[src/rtl/trail_push_arbiter.sv]
// trail_push_arbiter
//
// Feeds the trail manager's single push port, one entry per cycle. Decisions
// arrive on a ready/valid port and are pushed in the handshake cycle.
// Implications are buffered in a small FIFO. The FIFO head is checked against
// the live trail through the trail's combinational query port before it is
// pushed. If the head is already assigned with the same value, it is dropped
// and counted as a duplicate. If it is assigned with the opposite value, the
// block raises a conflict and stops pushing until flush.
//
// Ports
//   clk, reset_n            clock, synchronous active-low reset
//   imp_*                   implication stream in (valid/ready, var, value, reason)
//   dec_*                   decision stream in (valid/ready, var, value)
//   push, push_*            trail push strobe and payload (all zero when idle)
//   trail_height            current trail occupancy
//   current_level           current decision level of the trail
//   query_var               FIFO head variable (0 when empty), registered
//   query_valid/query_value trail answer for query_var
//   backtrack_busy          freezes head evaluation and decisions
//   flush                   empties the FIFO and clears the conflict state
//   conflict, conflict_*    conflict state and the rejected implication
//   fifo_count, dup_count   FIFO occupancy, saturating duplicate counter
module trail_push_arbiter #(
  parameter int MAX_VARS   = 256,
  parameter int FIFO_DEPTH = 16
) (
  input  logic                            clk,
  input  logic                            reset_n,
  input  logic                            imp_valid,
  output logic                            imp_ready,
  input  logic [31:0]                     imp_var,
  input  logic                            imp_value,
  input  logic [15:0]                     imp_reason,
  input  logic                            dec_valid,
  output logic                            dec_ready,
  input  logic [31:0]                     dec_var,
  input  logic                            dec_value,
  output logic                            push,
  output logic [31:0]                     push_var,
  output logic                            push_value,
  output logic [15:0]                     push_level,
  output logic                            push_is_decision,
  output logic [15:0]                     push_reason,
  input  logic [15:0]                     trail_height,
  input  logic [15:0]                     current_level,
  output logic [31:0]                     query_var,
  input  logic                            query_valid,
  input  logic                            query_value,
  input  logic                            backtrack_busy,
  input  logic                            flush,
  output logic                            conflict,
  output logic [31:0]                     conflict_var,
  output logic [15:0]                     conflict_reason,
  output logic [$clog2(FIFO_DEPTH):0]     fifo_count,
  output logic [15:0]                     dup_count
);

  localparam int PW = $clog2(FIFO_DEPTH);
  localparam int CW = PW + 1;
  localparam logic [CW-1:0] DEPTH_C = CW'(FIFO_DEPTH);
  localparam logic [31:0]   MAX_C   = 32'(MAX_VARS);

  typedef enum logic {S_RUN, S_CONFLICT} state_t;

  typedef struct packed {
    logic [31:0] vid;
    logic        value;
    logic [15:0] reason;
  } entry_t;

  function automatic logic [15:0] sat_inc16(input logic [15:0] v);
    return (v == 16'hFFFF) ? v : v + 16'd1;
  endfunction

  state_t        state;
  entry_t        fifo_mem [FIFO_DEPTH];
  logic [PW-1:0] rd_ptr;
  logic [PW-1:0] wr_ptr;
  logic [CW-1:0] count;

  entry_t head;
  logic   trail_room;
  logic   run_ok;
  logic   eval;
  logic   imp_push;
  logic   dup_hit;
  logic   contra;
  logic   pop;
  logic   enq;
  logic   dec_fire;

  // Stage 0: registered FIFO head and control, feeding the trail query
  assign head       = fifo_mem[rd_ptr];
  assign query_var  = (count != '0) ? head.vid : 32'd0;
  assign fifo_count = count;
  assign conflict   = (state == S_CONFLICT);

  // Decode of the current head against the trail answer
  assign trail_room = ({16'd0, trail_height} < MAX_C);
  // reset_n gating keeps both ready outputs low while reset is held
  assign run_ok     = reset_n & (state == S_RUN) & !flush;
  assign eval       = run_ok & !backtrack_busy & (count != '0) & trail_room;
  assign imp_push   = eval & !query_valid;
  assign dup_hit    = eval & query_valid & (query_value == head.value);
  assign contra     = eval & query_valid & (query_value != head.value);
  assign pop        = imp_push | dup_hit;

  // imp_ready uses the registered count, so a pop and an enqueue at full
  // never coincide.
  assign imp_ready  = run_ok & (count < DEPTH_C);
  assign enq        = imp_valid & imp_ready;

  assign dec_ready  = run_ok & !backtrack_busy & (count == '0) & trail_room;
  assign dec_fire   = dec_valid & dec_ready;

  // Push mux: an implication push needs count>0, a decision needs count==0,
  // so the two sources are mutually exclusive.
  always_comb begin
    push             = 1'b0;
    push_var         = 32'd0;
    push_value       = 1'b0;
    push_level       = 16'd0;
    push_is_decision = 1'b0;
    push_reason      = 16'd0;
    if (imp_push) begin
      push        = 1'b1;
      push_var    = head.vid;
      push_value  = head.value;
      push_level  = current_level;
      push_reason = head.reason;
    end else if (dec_fire) begin
      push             = 1'b1;
      push_var         = dec_var;
      push_value       = dec_value;
      push_level       = current_level + 16'd1;
      push_is_decision = 1'b1;
      push_reason      = 16'hFFFF;
    end
  end

  // Stage 1: FIFO storage (data only, no reset)
  always_ff @(posedge clk) begin
    if (enq) begin
      fifo_mem[wr_ptr] <= '{vid: imp_var, value: imp_value, reason: imp_reason};
    end
  end

  // Stage 1: control state, pointers and counters
  always_ff @(posedge clk) begin
    if (!reset_n) begin
      state           <= S_RUN;
      rd_ptr          <= '0;
      wr_ptr          <= '0;
      count           <= '0;
      dup_count       <= 16'd0;
      conflict_var    <= 32'd0;
      conflict_reason <= 16'd0;
    end else if (flush) begin
      // conflict_var/conflict_reason keep their last values for inspection
      state  <= S_RUN;
      rd_ptr <= '0;
      wr_ptr <= '0;
      count  <= '0;
    end else begin
      if (enq) wr_ptr <= wr_ptr + PW'(1);
      if (pop) rd_ptr <= rd_ptr + PW'(1);
      count <= count + CW'(enq) - CW'(pop);
      if (dup_hit) dup_count <= sat_inc16(dup_count);
      if (contra) begin
        state           <= S_CONFLICT;
        conflict_var    <= head.vid;
        conflict_reason <= head.reason;
      end
    end
  end

endmodule

[config.mk]
export PLATFORM = sky130hd
export DESIGN_NAME = trail_push_arbiter
export DESIGN_NICKNAME = d
export VERILOG_FILES = /design/src/rtl/trail_push_arbiter.sv
export SDC_FILE = /design/constraint.sdc
export NUM_CORES = 1
export LEC_CHECK = 0
export ABC_AREA = 1
export BUFFER_PORTS_ARGS = -buffer_cell sky130_fd_sc_hd__buf_2
export CAP_MARGIN = 5
export CELL_PAD_IN_SITES_DETAIL_PLACEMENT = 0
export CELL_PAD_IN_SITES_GLOBAL_PLACEMENT = 2
export CORE_MARGIN = 2
export CORE_UTILIZATION = 40
export DETAILED_ROUTE_END_ITERATION = 8
export GPL_TIMING_DRIVEN = 0
export PLACE_DENSITY = 0.85
export SLEW_MARGIN = 40
export SYNTH_ARGS = -nofsm -noshare
export SYNTH_HDL_FRONTEND = slang
export SYNTH_SLANG_ARGS = --single-unit
export TNS_END_PERCENT = 100
[constraint.sdc]
create_clock -name clk -period 4.2 [get_ports clk]
set_input_delay 0 -clock clk [delete_from_list [all_inputs] [get_ports clk]]
set_output_delay 0 -clock clk [all_outputs]
set_load 0.005 [all_outputs]
==> run metrics <==
status complete, no violations; dominant cell type by area after synthesis edfxtp_1; sequential element share of the synthesized area between 70% and 80%; largest net degree at the start of global routing 17; clk slew on worst S/H paths 0.06 ns; Ports between 200 and 300; HP Class in -> reg; Worst Path Arrival roughly 3.8 ns; global route overflow 0; post-route setup slack 0.395 ns; Pwr Density 404 nW/µm²; Initial Utilization 40.4%; Die W 303 µm; Cell variety after synth 32; CTS tree built; FMAX ~260 MHz; simple-gate area share of the yosys netlist between 10 and 15%; Vias/cell ~5.3; vias post-DR approximately 26000; core footprint 88500 µm²; CP endpoint kind primary output; first-pass detailed-route iteration total 5; Final Hold Viols 0; number of synthesized register bits around 870; reg2reg path depth 17; worst slew pin tran 0.923 ns; RR Endpoint fifo_count[4]; Area contributors post-synth edfxtp_1, nor2_1, o21ai_0; HP Start query_value; die footprint roughly 92000 µm²; number of global-route vias before repair between 20000 and 25000; postcts setup bufs 0; Startpoint Class flip-flop; H-tree levels 3; latest clock arrival within the worst-skew pair 0.67 ns; Hold WS around 0.052 ns; total nets after synthesis 3326; hold depth 8; CP bufs+invs 6; Post-CTS Hold Fix Bufs 57; die height between 300 and 400 µm; slowest stage cell, crit path clkbuf_1; adder-cell share of the synthesized area 0.510%; GRT Overall Usage 24.7%; Max VDD drop 0.246 mV; total power draw roughly 18 mW; most common cell after layout, fill and taps aside edfxtp_1; CTS root buffer clkbuf_16; unrepaired setup endpoints after global routing no; drt wl/cell roughly 23 µm; CTS Buf Count 89; period utilisation layout about nine tenths; Crit Reg-Reg Startpoint conflict; drt drc 0; GPL Wtd Cong 0.827; growth of design area from synthesis to finish 21.5%; Max-slew headroom between 30 and 40%; CP Cell Sequence buf_2 > inv_2 > clkbuf_1 > clkbuf_1 > o211ai_1 > nand3_1 > nand2_1 > a21oi_1 > inv_1 > buf_2; synthesized area per cell 11.2 µm²; R2R setup slack 0.59 ns; wire length of the first global-routing pass between 150 and 200 mm; Critical Path RT 4.20 ns; synth warn 0; post-synth top area share 65.8%; Max Transition Viols Final 0; Routed WL 115 mm; number of inserted diodes 0; post-synthesis mux area share 0%; FILL cells around 8000; Post-Place Worst Slack 0.610 ns; P_leak 15.8 nW; hold endpoint dup_count[3]; Synth Area in XOR/XNOR 0.0734%; CP max FO 10; Post-Syn Area approximately 36000 µm²; CP delay by family, top buffers and inverters; Compound-Gate Fraction of Synth Area 10.7%; CP Class reg -> out; Setup Skew 0.0279 ns; Synth Instances 3190; Final setup viols 0; final worst path period need 3.81 ns; Final HPWL DP 81.2 mm; slowest stage delay, CP about 0.67 ns; Max-cap violations 0; Post-CTS Resized 0; Iteration-0 DRC Markers around 2700; # rows between 100 and 150; share of cells above drive strength 1 15.2%; combinational family with the most area after synthesis simple AND/OR/NAND/NOR gates; antenna violations before repair 4; nets 3820; most frequent cells in the layout edfxtp_1, nor2_1, o21ai_0; ANT nets after route 0; Port Buf Inserts 284; clock buffer depth 3; clock sinks between 800 and 900; setup TNS 0 ns
-- how the worst max path moves through the flow --
stage	endpoint	slack, ns	start	depth (start not counted)
after floorplan	fifo_mem[11][0]	0.65	conflict	7
after global placement	fifo_mem[5][26]	-2.50	conflict	7
after detailed placement	fifo_count[4]	0.61	conflict	16
after CTS	push_reason[13]	0.39	flip-flop	10
after global routing	fifo_count[4]	0.23	conflict	17
final	push_reason[13]	0.39	flip-flop	10
-- kinds of logic after synthesis --
logic type                 Yosys count
adders and majority gates           14
AOI/OAI and AO/OA                  664
and+or+nand+nor                   1255
DFF                                866
buffers and inverters              388
xor gates and xnor gates             3
-- tightest hold or removal path, stage by stage --
cell and delay, ns:
buf_2 0.11, nand2_1 0.05, nand2_1 0.10, buf_4 0.20, nand3_1 0.07, nand2_1 0.05
inv_1 0.04, nor2_1 0.03
-- power breakdown --
part | internal, mW | leakage [nW] | switching, mW | total, mW
registers | 9.40 | 7.71 | 0.00402 | 9.41
logic | 0.112 | 6.67 | 0.257 | 0.368
clock network | 4.46 | 1.38 | 3.32 | 7.78
-- final cells by class --
class                   instances  area, µm²  share of cell area [%]
clock inverters                44        434                   0.998
repair buffers                403       3280                    7.54
flip-flops and latches        866      25200                    57.9
plain buffers                 197        875                    2.01
multi-input cells            1936       9150                    21.0
well taps                    1165       1460                    3.35
inverters                     191        717                    1.65
clock buffers                 117       2400                    5.53
-- per-layer routing --
| metal | vias to the layer above | global-route usage [%] | wire (µm) |
|---|---|---|---|
| li1 | 12191 | - | - |
| met5 | - | 0 | 26 |
| met1 | 12641 | 34.3 | 48700 |
| met2 | 1144 | 40.3 | 53800 |
| met3 | 144 | 3.84 | 9740 |
| met4 | 4 | 7.03 | 2460 |
-- synthesized netlist by cell type, drive strengths merged --
library cell,count
o21bai,1
fa,1
clkinv,3
nand3,143
o21a,1
nor2,785
nand2,286
edfxtp,784
a21oi,38
a22o,2
dfxtp,82
buf,84
xor2,3
ha,13
and3,1
and2,2
nor3,12
o211a,1
o211ai,192
inv,188
clkbuf,113
nand4,25
o21ai,427
a211oi,2
nor4,1
-- state kept, by name, summed over array words and instances (netlist names), named ones only --
signal	flops
fifo_mem	784
conflict_var	32
conflict_reason	16
dup_count	16
fifo_count	5
rd_ptr	4
wr_ptr	4
conflict	1
-- through the flow --
stage	util (%)	cells	area, µm²
4_1_cts	49.1	4919	43500
6_report	49.1	4919	43500
3_3_place_gp	43.7	4639	38700
2_1_floorplan	-	3190	35800
3_5_place_dp	45.3	4701	40100
5_1_grt	49.1	4919	43500
Note: power is estimated with default switching activity, not from simulation.
